===== src/rtl/clk_div_gen_pkg.sv =====
`default_nettype none
// ============================================================================
// Module      : clk_div_gen_pkg
// Description : Shared constants and state encoding for the programmable
//               multi-channel clock divider.
// Revision    : 1.0 - initial release
// ============================================================================
package clk_div_gen_pkg;

    // Smallest legal period: one high cycle plus one low cycle.
    localparam int unsigned c_MIN_RATIO = 2;

    // Shadow register contents out of reset.
    localparam int unsigned c_DEF_RATIO = 2;
    localparam int unsigned c_DEF_HIGH  = 1;

    // Per-channel state encoding.
    typedef enum logic [0:0] {
        ST_IDLE = 1'b0,
        ST_RUN  = 1'b1
    } chan_state_t;

endpackage
`default_nettype wire


===== src/rtl/clk_div_chan.sv =====
`default_nettype none
// ============================================================================
// Module      : clk_div_chan
// Description : One divider channel. Holds the period counter, the shadow
//               ratio/high registers, operand clamping and the IDLE/RUN FSM.
//               Operands are only sampled at the start of a period, so the
//               output waveform is never truncated or stretched mid-period.
// Revision    : 1.0 - initial release
// ============================================================================
module clk_div_chan
    import clk_div_gen_pkg::*;
#(
    parameter int W = 8
) (
    input  logic         clk,
    input  logic         rst_n,
    input  logic         i_en,
    input  logic         i_sync,
    input  logic [W-1:0] i_ratio,
    input  logic [W-1:0] i_high,
    output logic         o_clk_out,
    output logic         o_tick_rise,
    output logic         o_tick_fall,
    output logic         o_running
);

    chan_state_t  r_state;
    logic [W-1:0] r_cnt;
    logic [W-1:0] r_ratio;
    logic [W-1:0] r_high;
    logic         r_clk_out;
    logic         r_tick_rise;
    logic         r_tick_fall;

    logic [W-1:0] w_ratio;
    logic [W-1:0] w_ratio_m1;
    logic [W-1:0] w_high;
    logic [W-1:0] w_cnt_nxt;
    logic         w_period_end;
    logic         w_start;

    // Clamp the incoming operands so every period has at least one high and one low cycle.
    always_comb begin
        w_ratio    = (i_ratio < W'(c_MIN_RATIO)) ? W'(c_MIN_RATIO) : i_ratio;
        w_ratio_m1 = w_ratio - W'(1);
        w_high     = i_high;
        if (i_high == '0) begin
            w_high = W'(1);
        end else if (i_high > w_ratio_m1) begin
            w_high = w_ratio_m1;
        end
    end

    // Period bookkeeping; a new period starts on sync, from idle, or at the end of a period,
    // but only while the channel is enabled.
    always_comb begin
        w_cnt_nxt    = r_cnt + W'(1);
        w_period_end = (r_state == ST_RUN) && (r_cnt == (r_ratio - W'(1)));
        w_start      = i_en && (i_sync || (r_state == ST_IDLE) || w_period_end);
    end

    // Channel FSM, counter, shadow registers and registered outputs.
    always_ff @(posedge clk) begin
        if (!rst_n) begin
            r_state     <= ST_IDLE;
            r_cnt       <= '0;
            r_ratio     <= W'(c_DEF_RATIO);
            r_high      <= W'(c_DEF_HIGH);
            r_clk_out   <= 1'b0;
            r_tick_rise <= 1'b0;
            r_tick_fall <= 1'b0;
        end else begin
            r_tick_rise <= 1'b0;
            r_tick_fall <= 1'b0;
            if (w_start) begin
                r_state     <= ST_RUN;
                r_ratio     <= w_ratio;
                r_high      <= w_high;
                r_cnt       <= '0;
                r_clk_out   <= 1'b1;
                r_tick_rise <= 1'b1;
            end else if (r_state == ST_RUN) begin
                if (w_period_end) begin
                    // Disabled at period end: park low.
                    r_state   <= ST_IDLE;
                    r_cnt     <= '0;
                    r_clk_out <= 1'b0;
                end else begin
                    r_cnt <= w_cnt_nxt;
                    if (w_cnt_nxt == r_high) begin
                        r_clk_out   <= 1'b0;
                        r_tick_fall <= 1'b1;
                    end
                end
            end
        end
    end

    assign o_clk_out   = r_clk_out;
    assign o_tick_rise = r_tick_rise;
    assign o_tick_fall = r_tick_fall;
    assign o_running   = (r_state == ST_RUN);

endmodule
`default_nettype wire


===== src/rtl/clk_div_gen.sv =====
`default_nettype none
// ============================================================================
// Module      : clk_div_gen
// Description : Multi-channel programmable clock generator. Instantiates CH
//               independent divider channels that share only the clock,
//               reset and the global phase-realign strobe.
// Revision    : 1.0 - initial release
// ============================================================================
module clk_div_gen
    import clk_div_gen_pkg::*;
#(
    parameter int CH = 4,
    parameter int W  = 8
) (
    input  logic            clk,
    input  logic            rst_n,
    input  logic [CH-1:0]   en,
    input  logic            sync,
    input  logic [CH*W-1:0] div_ratio,
    input  logic [CH*W-1:0] high_cnt,
    output logic [CH-1:0]   clk_out,
    output logic [CH-1:0]   tick_rise,
    output logic [CH-1:0]   tick_fall,
    output logic [CH-1:0]   running
);

    // One divider per channel, each taking its own slice of the packed operand buses.
    for (genvar g = 0; g < CH; g++) begin : g_chan
        clk_div_chan #(
            .W (W)
        ) u_chan (
            .clk         (clk),
            .rst_n       (rst_n),
            .i_en        (en[g]),
            .i_sync      (sync),
            .i_ratio     (div_ratio[g*W +: W]),
            .i_high      (high_cnt[g*W +: W]),
            .o_clk_out   (clk_out[g]),
            .o_tick_rise (tick_rise[g]),
            .o_tick_fall (tick_fall[g]),
            .o_running   (running[g])
        );
    end

endmodule
`default_nettype wire


===== config.mk =====
export PLATFORM = sky130hd
export DESIGN_NAME = clk_div_gen
export DESIGN_NICKNAME = d
export VERILOG_FILES = /design/src/rtl/clk_div_gen_pkg.sv /design/src/rtl/clk_div_chan.sv /design/src/rtl/clk_div_gen.sv
export SDC_FILE = /design/constraint.sdc
export NUM_CORES = 1
export LEC_CHECK = 0
export ABC_CLOCK_PERIOD_IN_PS = 4700
export CELL_PAD_IN_SITES_DETAIL_PLACEMENT = 1
export CELL_PAD_IN_SITES_GLOBAL_PLACEMENT = 2
export CORE_ASPECT_RATIO = 2
export CORE_MARGIN = 2
export CORE_UTILIZATION = 35
export DETAILED_ROUTE_END_ITERATION = 10
export PLACE_DENSITY = 0.88
export SYNTH_ARGS = -nofsm -noshare
export SYNTH_HDL_FRONTEND = slang
export SYNTH_HIERARCHICAL = 1
export SYNTH_SLANG_ARGS = --single-unit

===== constraint.sdc =====
create_clock -name clk -period 4.7 [get_ports clk]
set_input_delay 0.705 -clock clk [delete_from_list [all_inputs] [get_ports clk]]
set_output_delay 0.705 -clock clk [all_outputs]
set_load 0.02 [all_outputs]

==> results.cfg <==
[place]
place_area_sq_mm = 0.00957
gp_congestion = 0.871
dp_hpwl_mm = 20.7
portBuffers = 86

[sta]
fin_crit_sh_pct = 88.2
max-slew-margin-rel_pct = 28.0
fin_crit_ps = 4140
rsz0062_at_grt = false
tightestPinTransition_ps = 1080
setup_violations = 0
fmax_mhz = 241
hold_viol_final = 0
maxSlewViolCount = 0
fin_worst_hold_slack_ps = 481
finClkSkew_ps = 3.06
setup-tns-final_ps = 0

[logic_synthesis]
synthAdderAreaFrac_pct = 6.48
synth_compound_area_share_pct = 24.2
ys_seq_elements = 112
synth_mux_area_share_pct = 4.24
synth_simple_gate_area_share_pct = 25.1
synth-main-ff-cell = dfxtp_1
avgSynthCellArea_sq_um = 8.20
netlist.area_leader.share_pct = 26.4
syn_inst = 1036
synth_area_sq_mm = 0.00850
async_flop_share_pct = 0
synth-edff-count = 0
yosys-top-cells-area = dfxtp_1, ha_1, nand2_1
yosysTopAreaCell = dfxtp_1
synthXorXnorAreaFrac_pct = 9.28
synth_cell_types = 94
yosysWarnings = 6
synth_top_family_by_area = simple AND/OR/NAND/NOR gates
yosysSeqAreaShare_pct = 26.4
synth_nets = 1151

[cells_and_area]
fin_nets = 1210
regArea_sq_mm = 0.00224
fill_cells = 2869
fin_util_pct = 41.4
multi_input_area_sq_mm = 0.00589
areaGrowthSynthToFinish_pct = 16.1
final_layout_size_suffix_gt1_share_pct = 6.55
final_cell_area_sq_mm = 0.00986

[worst_setup_path]
rr_endpoint = g_chan[2].u_chan/o_tick_fall
path_class = input pin to register
setup.worst_path.start = div_ratio[18]
crit_required_ps = 5000
critPathCaptureType = register
reg2reg_depth = 8
reg2reg_slack_ps = 1650
start_kind = input pin
cp-endpoint = g_chan[2].u_chan/r_high[7]
reg2reg_from = g_chan[2].u_chan/r_ratio[0]
worstPathArrival_ps = 4450
cp_max_fo = 14

[drt]
firstDrtPassIters = 4
detail-route-antenna-nets = 0
wl_per_cell_um = 18.8
drc = 0
vias = 8102
wl_mm = 26.2
viasPerCell = 5.84
drt_iter0_markers = 310

[cts]
cts_sinks = 112
clk_pin_slew_ps = 70
clk_path_buf_depth = 2
numCtsBuffers = 9
cts_tree = built
post_cts_buffers = 0
cts_root_buf = clkbuf_16
cts_resized = 0
cts_hold_buffers = 0
clk_latency_ps = 370
htree_levels = 3

[global_routing]
use_met3_pct = 1.43
grt_pass1_wl_mm = 42.3
grt.busiest_layer = met2
grt_pass1_vias = 8536
antenna_found_initial = 1
grt_max_degree = 33
met2_usage_pct = 41.0
grtUsageTotal_pct = 20.6
met1_usage_pct = 19.9
overflow = 0

[flow_run]
maxCapViolations = 0

[worst_hold_path]
hp-class = register to register

[power_and_ir_drop]
p_leak_nw = 3.57
power_density_mw_per_mm2 = 262
ir_worst_vdd_mv = 0.165
power_mw = 2.58

[floorplan]
dieHeight_um = 224
core-area_sq_mm = 0.0238
die_x_um = 114
initial_core_util_pct = 35.7
row_count = 80
ios = 87
fp.dieArea_sq_mm = 0.0256

[outcome]
outcome = finished clean
==> placed cells by master, fill, tap and decap left out, drive strengths merged, types with 7 or more instances in the layout <==
cell type,instances
nor3,23
a211oi,8
o211ai,28
and2,7
mux2i,36
clkdlybuf4s50,85
clkbuf,14
ha,44
a21oi,73
xnor2,51
nor2,56
or3,7
or4,12
a32o,10
a41o,7
nor2b,10
xor2,39
nand2b,23
a31oi,10
buf,11
a21o,15
nand2,125
nand4,17
nand3,40
dfxtp,112
nor4,26
o21ai,47
inv,37
o31ai,11
o32ai,7
==> layer usage <==
layer	vias up	part of all wire [%]
met5	-	0
met4	0	4.6
met3	57	1.5
li1	3969	-
met1	3955	36
met2	121	57
==> flip-flops by register name, summed over array words and instances (netlist names) <==
| name | flops |
|---|---|
| g_chan.u_chan/o_clk_out | 4 |
| g_chan.u_chan/r_high | 32 |
| g_chan.u_chan/o_tick_fall | 4 |
| g_chan.u_chan/o_running | 4 |
| g_chan.u_chan/o_tick_rise | 4 |
| g_chan.u_chan/r_ratio | 32 |
| g_chan.u_chan/r_cnt | 32 |
==> report_power, final <==
| part | switching [mW] | internal, mW |
|---|---|---|
| logic | 0.400 | 0.320 |
| registers | 0.0825 | 1.01 |
| clock network | 0.366 | 0.403 |
| total | 0.849 | 1.74 |
==> critical path, cell delays in order <==
cell and delay, ps:
clkdlybuf4s50_1 520, nor4_1 450, nand2_1 130, o21ai_0 260
ha_1 250, nand2_1 80, xor2_1 160, ha_1 310
nand4_1 110, nand2b_1 150, o22ai_1 810, mux2i_1 300
nand2_1 70, mux2i_1 130
==> metrics by stage <==
| stage | setup WS (ps) | instances |
|---|---|---|
| 5_1_grt | 183 | 1388 |
| 3_5_place_dp | 197 | 1371 |
| 3_3_place_gp | 379 | 1371 |
| 4_1_cts | 578 | 1387 |
| 6_report | 556 | 1388 |
| 2_1_floorplan | 1000 | 1036 |
==> layout make-up <==
type,count,area share [%]
Antenna cell,1,0.0254
Clock buffer,14,2.78
Clock inverter,2,0.127
Inverter,39,1.48
Multi-Input combinational cell,837,59.8
Sequential cell,112,22.7
Tap cell,287,3.64
Timing Repair Buffer,96,9.44
==> kinds of logic after synthesis <==
kind of cell	Yosys count
and+or+nand+nor	389
AOI/OAI and AO/OA	278
DFF	112
xor gates and xnor gates	90
buffers and inverters	87
adders and majority gates	44
muxes	36
==> synth_stat cells, types with 5 or more instances <==
cell,number
a211oi_1,8
a21o_1,13
a21oi_1,70
a31oi_1,10
a32o_1,10
a32oi_1,5
a41o_1,7
and2_1,7
and3_1,5
and4_1,5
clkbuf_1,37
dfxtp_1,112
ha_1,44
inv_1,37
mux2i_1,36
nand2_1,123
nand2b_1,23
nand3_1,39
nand4_1,17
nor2_1,52
nor2b_1,10
nor3_1,19
nor3b_1,6
nor4_1,23
o211ai_1,26
o21ai_0,41
o21ai_1,5
o22ai_1,6
o31a_1,6
o31ai_1,9
o32ai_1,7
or3_1,7
or4_1,7
or4_4,5
xnor2_1,51
xor2_1,39
==> worst min path at each step <==
stage                                        endpoint  slack [ps]  cells after the start                        start
after floorplan            g_chan[1].u_chan/r_high[0]         440                      2   g_chan[1].u_chan/r_high[0]
after global routing       g_chan[2].u_chan/r_high[5]         510                      2   g_chan[2].u_chan/r_high[5]
after detailed placement   g_chan[1].u_chan/r_high[0]         470                      2   g_chan[1].u_chan/r_high[0]
after CTS                  g_chan[2].u_chan/r_high[7]         480                      2   g_chan[2].u_chan/r_high[7]
after global placement    g_chan[2].u_chan/r_ratio[7]         460                      2  g_chan[2].u_chan/r_ratio[7]
final                      g_chan[2].u_chan/r_high[7]         480                      2   g_chan[2].u_chan/r_high[7]
Note: power is estimated with default switching activity, not from simulation.
